## src/rtl/mem_port_arbiter.sv

```systemverilog
// mem_port_arbiter: shares the core's single byte-laned memory port between the
// instruction-fetch requester and the load/store requester.
// Each granted request gets MEM_LATENCY cycles on the port, then one response cycle
// that carries a done pulse.
// Optional fetch starvation guard: define MEM_ARB_STARVE_GUARD_EN.
// Without it, data always has priority over fetch.
module mem_port_arbiter #(
    parameter int XLEN         = 32,
    parameter int MEM_LATENCY  = 2,
    parameter int STARVE_LIMIT = 4
) (
    input  logic            clk,
    input  logic            rst_b,
    input  logic            halted,
    input  logic            if_req,
    input  logic [XLEN-1:0] if_addr,
    output logic            if_done,
    output logic [XLEN-1:0] if_rdata,
    input  logic            d_req,
    input  logic            d_we,
    input  logic [XLEN-1:0] d_addr,
    input  logic [0:3][7:0] d_wdata,
    output logic            d_done,
    output logic [0:3][7:0] d_rdata,
    output logic [XLEN-1:0] mem_addr,
    output logic [0:3][7:0] mem_data_in,
    output logic            mem_write_en,
    input  logic [0:3][7:0] mem_data_out,
    output logic            busy
);

    typedef enum logic [1:0] {IDLE, ACCESS, RESP} state_t;

    // Counter load value; the first ACCESS cycle is the one where cnt still equals it.
    localparam logic [3:0] CNT_LOAD = 4'(MEM_LATENCY - 1);

    state_t          state;
    state_t          next_state;
    logic [3:0]      cnt;
    logic            owner_data;
    logic [XLEN-1:0] addr_q;
    logic            we_q;
    logic [0:3][7:0] wdata_q;

    logic fetch_ok;
    logic starve_force;
    logic grant_data;
    logic grant_fetch;

    // A halted core may not start new fetches.
    // Data wins unless the guard forces a pending fetch through.
    assign fetch_ok    = if_req && !halted;
    assign grant_data  = d_req && !(fetch_ok && starve_force);
    assign grant_fetch = fetch_ok && !grant_data;

`ifdef MEM_ARB_STARVE_GUARD_EN
    logic [3:0] starve_cnt;

    assign starve_force = (starve_cnt == 4'(STARVE_LIMIT));

    // Count data grants that overtook a waiting fetch; any fetch grant or fetch-free arbitration clears it
    always_ff @(posedge clk) begin
        if (rst_b) begin
            starve_cnt <= '0;
        end else if (state == IDLE) begin
            if (!fetch_ok || grant_fetch) begin
                starve_cnt <= '0;
            end else if (grant_data) begin
                starve_cnt <= starve_cnt + 4'd1;
            end
        end
    end
`else
    logic unused_starve_limit;

    assign starve_force        = 1'b0;
    assign unused_starve_limit = ^STARVE_LIMIT;
`endif

    // State register
    always_ff @(posedge clk) begin
        if (rst_b) begin
            state <= IDLE;
        end else begin
            state <= next_state;
        end
    end

    // Next-state and memory-port/handshake outputs; the port is quiet outside ACCESS
    always_comb begin
        next_state   = state;
        busy         = 1'b0;
        if_done      = 1'b0;
        d_done       = 1'b0;
        mem_addr     = '0;
        mem_data_in  = '0;
        mem_write_en = 1'b0;
        case (state)
            IDLE: begin
                if (grant_data || grant_fetch) begin
                    next_state = ACCESS;
                end
            end
            ACCESS: begin
                busy         = 1'b1;
                mem_addr     = addr_q;
                mem_write_en = we_q && (cnt == CNT_LOAD);
                if (we_q) begin
                    mem_data_in = wdata_q;
                end
                if (cnt == 4'd0) begin
                    next_state = RESP;
                end
            end
            RESP: begin
                busy       = 1'b1;
                if_done    = !owner_data;
                d_done     = owner_data;
                next_state = IDLE;
            end
            default: begin
                next_state = IDLE;
            end
        endcase
    end

    // Latch the granted request in IDLE, count down the access, capture read data on its last cycle
    always_ff @(posedge clk) begin
        if (rst_b) begin
            cnt        <= '0;
            owner_data <= 1'b1;
            addr_q     <= '0;
            we_q       <= 1'b0;
            wdata_q    <= '0;
            if_rdata   <= '0;
            d_rdata    <= '0;
        end else begin
            case (state)
                IDLE: begin
                    if (grant_data) begin
                        owner_data <= 1'b1;
                        addr_q     <= d_addr;
                        we_q       <= d_we;
                        wdata_q    <= d_wdata;
                        cnt        <= CNT_LOAD;
                    end else if (grant_fetch) begin
                        owner_data <= 1'b0;
                        addr_q     <= if_addr;
                        we_q       <= 1'b0;
                        wdata_q    <= d_wdata;
                        cnt        <= CNT_LOAD;
                    end
                end
                ACCESS: begin
                    if (cnt == 4'd0) begin
                        if (owner_data) begin
                            d_rdata <= we_q ? '0 : mem_data_out;
                        end else begin
                            if_rdata <= XLEN'(mem_data_out);
                        end
                    end else begin
                        cnt <= cnt - 4'd1;
                    end
                end
                default: begin
                end
            endcase
        end
    end

endmodule

```

## config.mk

```make
export PLATFORM = sky130hd
export DESIGN_NAME = mem_port_arbiter
export DESIGN_NICKNAME = d
export VERILOG_FILES = /design/src/rtl/mem_port_arbiter.sv
export SDC_FILE = /design/constraint.sdc
export NUM_CORES = 1
export LEC_CHECK = 0
export ABC_AREA = 1
export BUFFER_PORTS_ARGS = -buffer_cell sky130_fd_sc_hd__buf_2
export CORE_ASPECT_RATIO = 0.8
export CORE_MARGIN = 1.5
export CORE_UTILIZATION = 45
export CTS_BUF_LIST = sky130_fd_sc_hd__clkbuf_16
export DETAILED_ROUTE_END_ITERATION = 12
export HOLD_SLACK_MARGIN = 0.1
export PLACE_DENSITY = 0.77
export SYNTH_ARGS = -nofsm -noshare
export SYNTH_HDL_FRONTEND = slang
export SYNTH_SLANG_ARGS = --single-unit
```

## constraint.sdc

```tcl
create_clock -name clk -period 2.6 [get_ports clk]
set_clock_uncertainty 0.2 [all_clocks]
set_input_delay 0 -clock clk [delete_from_list [all_inputs] [get_ports clk]]
set_output_delay 0 -clock clk [all_outputs]
set_load 0.005 [all_outputs]
```

## Word-level counts from Yosys, hierarchy flattened

Index checks and enable logic that the tools add are counted.

| word-level totals | value |
|---|---|
| flip-flop bits (word level) | 136 |
| bits of input ports | 134 |
| output and inout bits | 132 |
| word-level logic and storage cells | 62 |

| cells by class | value |
|---|---|
| $add $sub $neg | 1 |
| equal/unequal tests | 7 |
| mux-type cells | 22 |
| bitwise gates (word level) | 1 |
| reduce and logical (&&, ||, !) cells | 17 |

Operator list:

| cell | number |
|---|---|
| $mux W32 | 8 |
| $mux W4 | 3 |
| $reduce_and A3 Y1 | 3 |
| $pmux W4 S2 | 1 |
| $mux W1 | 7 |
| $ne A2 B2 Y1 const B | 3 |
| $eq A4 B1 Y1 const B | 1 |
| $logic_not A4 Y1 | 1 |
| $mux W2 | 2 |
| $pmux W2 S2 | 1 |
| $reduce_and A2 Y1 | 2 |
| $reduce_bool A2 Y1 | 2 |
| $sub A4 B1 Y4 const B | 1 |
| $logic_and A1 B1 Y1 | 3 |
| $logic_not A1 Y1 | 3 |
| $ne A3 B3 Y1 const B | 1 |
| $eq A2 B1 Y1 const B | 1 |
| $eq A2 B2 Y1 const B | 1 |
| $logic_not A2 Y1 | 1 |
| $reduce_or A2 Y1 | 1 |
| $logic_or A1 B1 Y1 | 1 |
| $not A1 Y1 | 1 |

## Depth between registers and ports, before layout

| depth | value |
|---|---|
| depth in word-level cells | 6 |
| mapped depth | 9 |
| gate-level depth less buffers | 8 |

## Worst setup path after synthesis

Ideal clock, no wire load.

| timing path | value |
|---|---|
| path kind | register to register |
| from | register state[1] |
| to | register d_rdata[16] (netlist bit) |
| library setup time | 0.132 ns |
| arrival time | 1.262 ns |
| required time | 2.268 ns |
| slack | 1.006 ns |
| stages on the path, launching flop included | 10 |
| path buffers | 2 |
| clock period less this slack | 1.594 ns |
| cells stage by stage | dfxtp_1 -> inv_1 -> ha_1 -> buf_2 -> nand3_4 -> nor2_4 -> inv_2 -> buf_2 -> nand2_1 -> a21oi_1 |

| on the way | value |
|---|---|
| word-level cells in the longest chain between the ends | 2 |

RTL lines:

| what | line | RTL |
|---|---|---|
| start, declared | 37 | `state_t state;` |
| start signal, assigned | 85 | `state <= next_state;` |
| $eq A2 B1 Y1 | 138 | `case (state)` |
| $reduce_and A3 Y1 (no line) | -- |  |
| end signal, assigned | 157 | `d_rdata <= we_q ? '0 : mem_data_out;` |
| end, declared | 24 | `output logic [0:3][7:0] d_rdata,` |

Every way passes these cells.
A chain may end at the register's enable or synchronous reset.

## Final worst setup path

| timing path | value |
|---|---|
| from | input d_req |
| to | register addr_q[4] |

| on the way | value |
|---|---|
| word-level cells in the longest chain between the ends | 4 |
| elaborated cells between the ends (all ways) | 5 |
| classes of those cells | mux (1); reduce/logical (4) |

RTL lines:

| what | line | RTL |
|---|---|---|
| start, declared | 19 | `input logic d_req,` |
| $logic_not A1 Y1 | 54 | `assign grant_fetch = fetch_ok && !grant_data;` |
| $logic_and A1 B1 Y1 | 54 |  |
| $reduce_bool A2 Y1 (no line) | -- |  |
| $reduce_and A2 Y1 (no line) | -- |  |
| end signal, assigned | 142 | `addr_q <= d_addr;` |
| end signal, assigned | 148 | `addr_q <= if_addr;` |
| end, declared | 41 | `logic [XLEN-1:0] addr_q;` |

Parallel ways exist; a longest one is shown, timed or not.

==> metrics.txt <==
hold path cells=7; Tot GR Track Use=0.320; hold path start=halted; DR WL/cell=15.1 um; met1 Use GR=0.350; Die Height=105 um; Critical Path RT=2.74 ns; first-pass GRT wire length=34.5 mm; clock sinks=136; critical path fanouts, max=34; post-synth top area share=0.468; CP Capture Type=flop; Syn Inst Count=847; Max-Slew Margin vs Limit=0.589; clock-pin slew on the worst setup and hold paths=0.06 ns; grt total ovfl=0; Cell Area, Synth=5820 sq um; starting DRC count in detailed routing=525; CTS tree=built; Die Wd=130 um; post-DP HPWL=11.0 mm; Worst VDD drop=0.000647 V; CORE AREA=12,400 sq um; max_cap viols=0; critical path startpoint category=input pin; largest cells by area after synthesis=dfxtp_1, nand2_1, nor2_1; Ports=266; GRT busiest layer=met2; Cell variety after synth=21; Synth Register Bits=136; Fin. Hold Viols=0; # port buffers=265; router iterations before antenna repair=6; total number of yosys warnings=0; min cycle time layout=2.44 ns; TNS Setup=0 ns; met3 GRT Util=0.0763; vias=7,316; R2R cell count=8; Layout fillers=864; Placed Area=7190 sq um; Routed WL=21.8 mm; number of core rows=36; Num CTS Buffers=17; P_leak=0.00497 uW; Reg-to-Reg Start=cnt[0]; met2 Track Usage GR=0.556; Seq/Total Area, Yosys=0.468; largest net degree at the start of global routing=68; Starting Density=0.470; R2R Setup Slk=0.19 ns; drt drc=0; RSZ-0062 raised after global routing=no; share of cells above drive strength 1=0.250; vias in the first global route=7,367; Root Driver=clkbuf_16; Max clock buf depth=2; Multi-input gate area=2520 sq um; Slew @ Worst Pin=0.617 ns; most frequent cells in the layout=buf_2, nand2_1, dlygate4sd3_1, nor2_1, dfxtp_1; routability congestion estimate=0.804; commonest non-fill, non-tap cell in the layout=buf_2; post-route ant nets=0; Final Instance Area=9570 sq um; Mapped Avg Cell Area=6.87 sq um; register area=2720 sq um; status=finished clean; Final #Nets=1,402; antenna violations before repair=0; via/cell ratio=5.06; worst min-delay path class=in2reg; largest area contributor in the netlist=dfxtp_1; H-tree depth=4; clock latency on the worst-skew pair=0.40 ns; Worst EP arrival=2.57 ns; Layout area overhead=64.4%; final worst-path cycle share=0.938; PwrDens=817 nW/um^2; Fmax=410 MHz; Post-Syn Nets=988; r2r endpoint=if_rdata[20]; WHS Endpoint=wdata_q[14]; # setup viols final=0; crit path kind=in2reg; fin. max-slew vios=0; die area=13,600 sq um; Setup Fix Bufs, Post-CTS=0
flip-flops by register name, indices dropped and copies added (netlist names):
register	cells
addr_q	32
d_rdata	32
if_rdata	32
wdata_q	32
cnt	4
state	2
owner_data	1
we_q	1
kinds of logic after synthesis:
kind of cell / share of synthesized area
AO/OA/AOI/OAI: 0.147
adder cells (fa/ha/maj): 0.0150
buffers and inverters: 0.0999
flip-flops: 0.468
AND/OR/NAND/NOR: 0.270
cell usage after synthesis:
master,number
nand3_2,1
clkbuf_2,1
nand2_2,2
inv_2,4
o21ai_1,4
nand3_1,37
inv_1,79
inv_4,1
buf_4,7
dfxtp_1,136
nand2_1,182
o21ai_0,94
nor2_1,165
ha_1,7
buf_1,3
nand4_1,2
nor2_4,3
nand3_4,1
a21oi_1,73
clkbuf_1,24
buf_2,21
cell type report:
| cell class | count | share of cell area |
|---|---|---|
| Timing Repair Buffer | 451 | 0.332 |
| Clock buffer | 17 | 0.0444 |
| Inverter | 84 | 0.0335 |
| Tap cell | 171 | 0.0224 |
| Antenna cell | 1 | 0.000261 |
| Multi-Input combinational cell | 571 | 0.263 |
| Clock inverter | 15 | 0.0199 |
| Sequential cell | 136 | 0.284 |
power by group:
| part | switching (uW) | internal (uW) |
|---|---|---|
| Sequential | 230 | 2570 |
| Clock | 980 | 1540 |
| Combinational | 1530 | 977 |
worst max-delay path, cell delays in order:
cell           delay, ns
dlygate4sd3_1       0.54
buf_2               0.15
inv_4               0.28
nand2_1             0.09
dlygate4sd3_1       0.59
nand2_1             0.07
dlygate4sd3_1       0.55
o21ai_0             0.14
nor2_1              0.15
per-stage QoR:
stage | hold WS, ns | utilization | worst slack, ns | power [uW] | cells
floorplan | -0.0651 | - | 1.01 | 4290 | 847
global placement | 0.0421 | 0.580 | 0.692 | 4920 | 1237
detailed placement | 0.0463 | 0.580 | 0.544 | 4980 | 1237
CTS | 0.152 | 0.772 | 0.201 | 7750 | 1445
global route | 0.193 | 0.773 | 0.0739 | 8290 | 1445
finish | 0.172 | 0.773 | 0.162 | 7820 | 1446
what timing repair did:
item | in CTS | in global routing
hold buffers | 176 | 0
hold endpoints to repair | 135 | 0
setup endpoints to repair | 0 | 3
resized for setup | 0 | 3
how the worst max path moves through the flow:
stage	startpoint	to	slack (ns)	depth (start not counted)
3_3_place_gp	cnt[0]	d_rdata[21]	0.69	7
2_1_floorplan	state[1]	d_rdata[16]	1.01	9
3_5_place_dp	cnt[0]	d_rdata[24]	0.54	7
6_report	d_req	addr_q[4]	0.16	9
4_1_cts	cnt[0]	if_rdata[30]	0.20	8
5_1_grt	d_req	addr_q[17]	0.07	9
metal layers:
| layer | part of all wire | vias to the layer above |
|---|---|---|
| met4 | 0.048 | 0 |
| met5 | 0 | - |
| met1 | 0.38 | 3337 |
| met3 | 0.082 | 99 |
| li1 | - | 3475 |
| met2 | 0.49 | 405 |
Note: power is estimated with default switching activity, not from simulation.
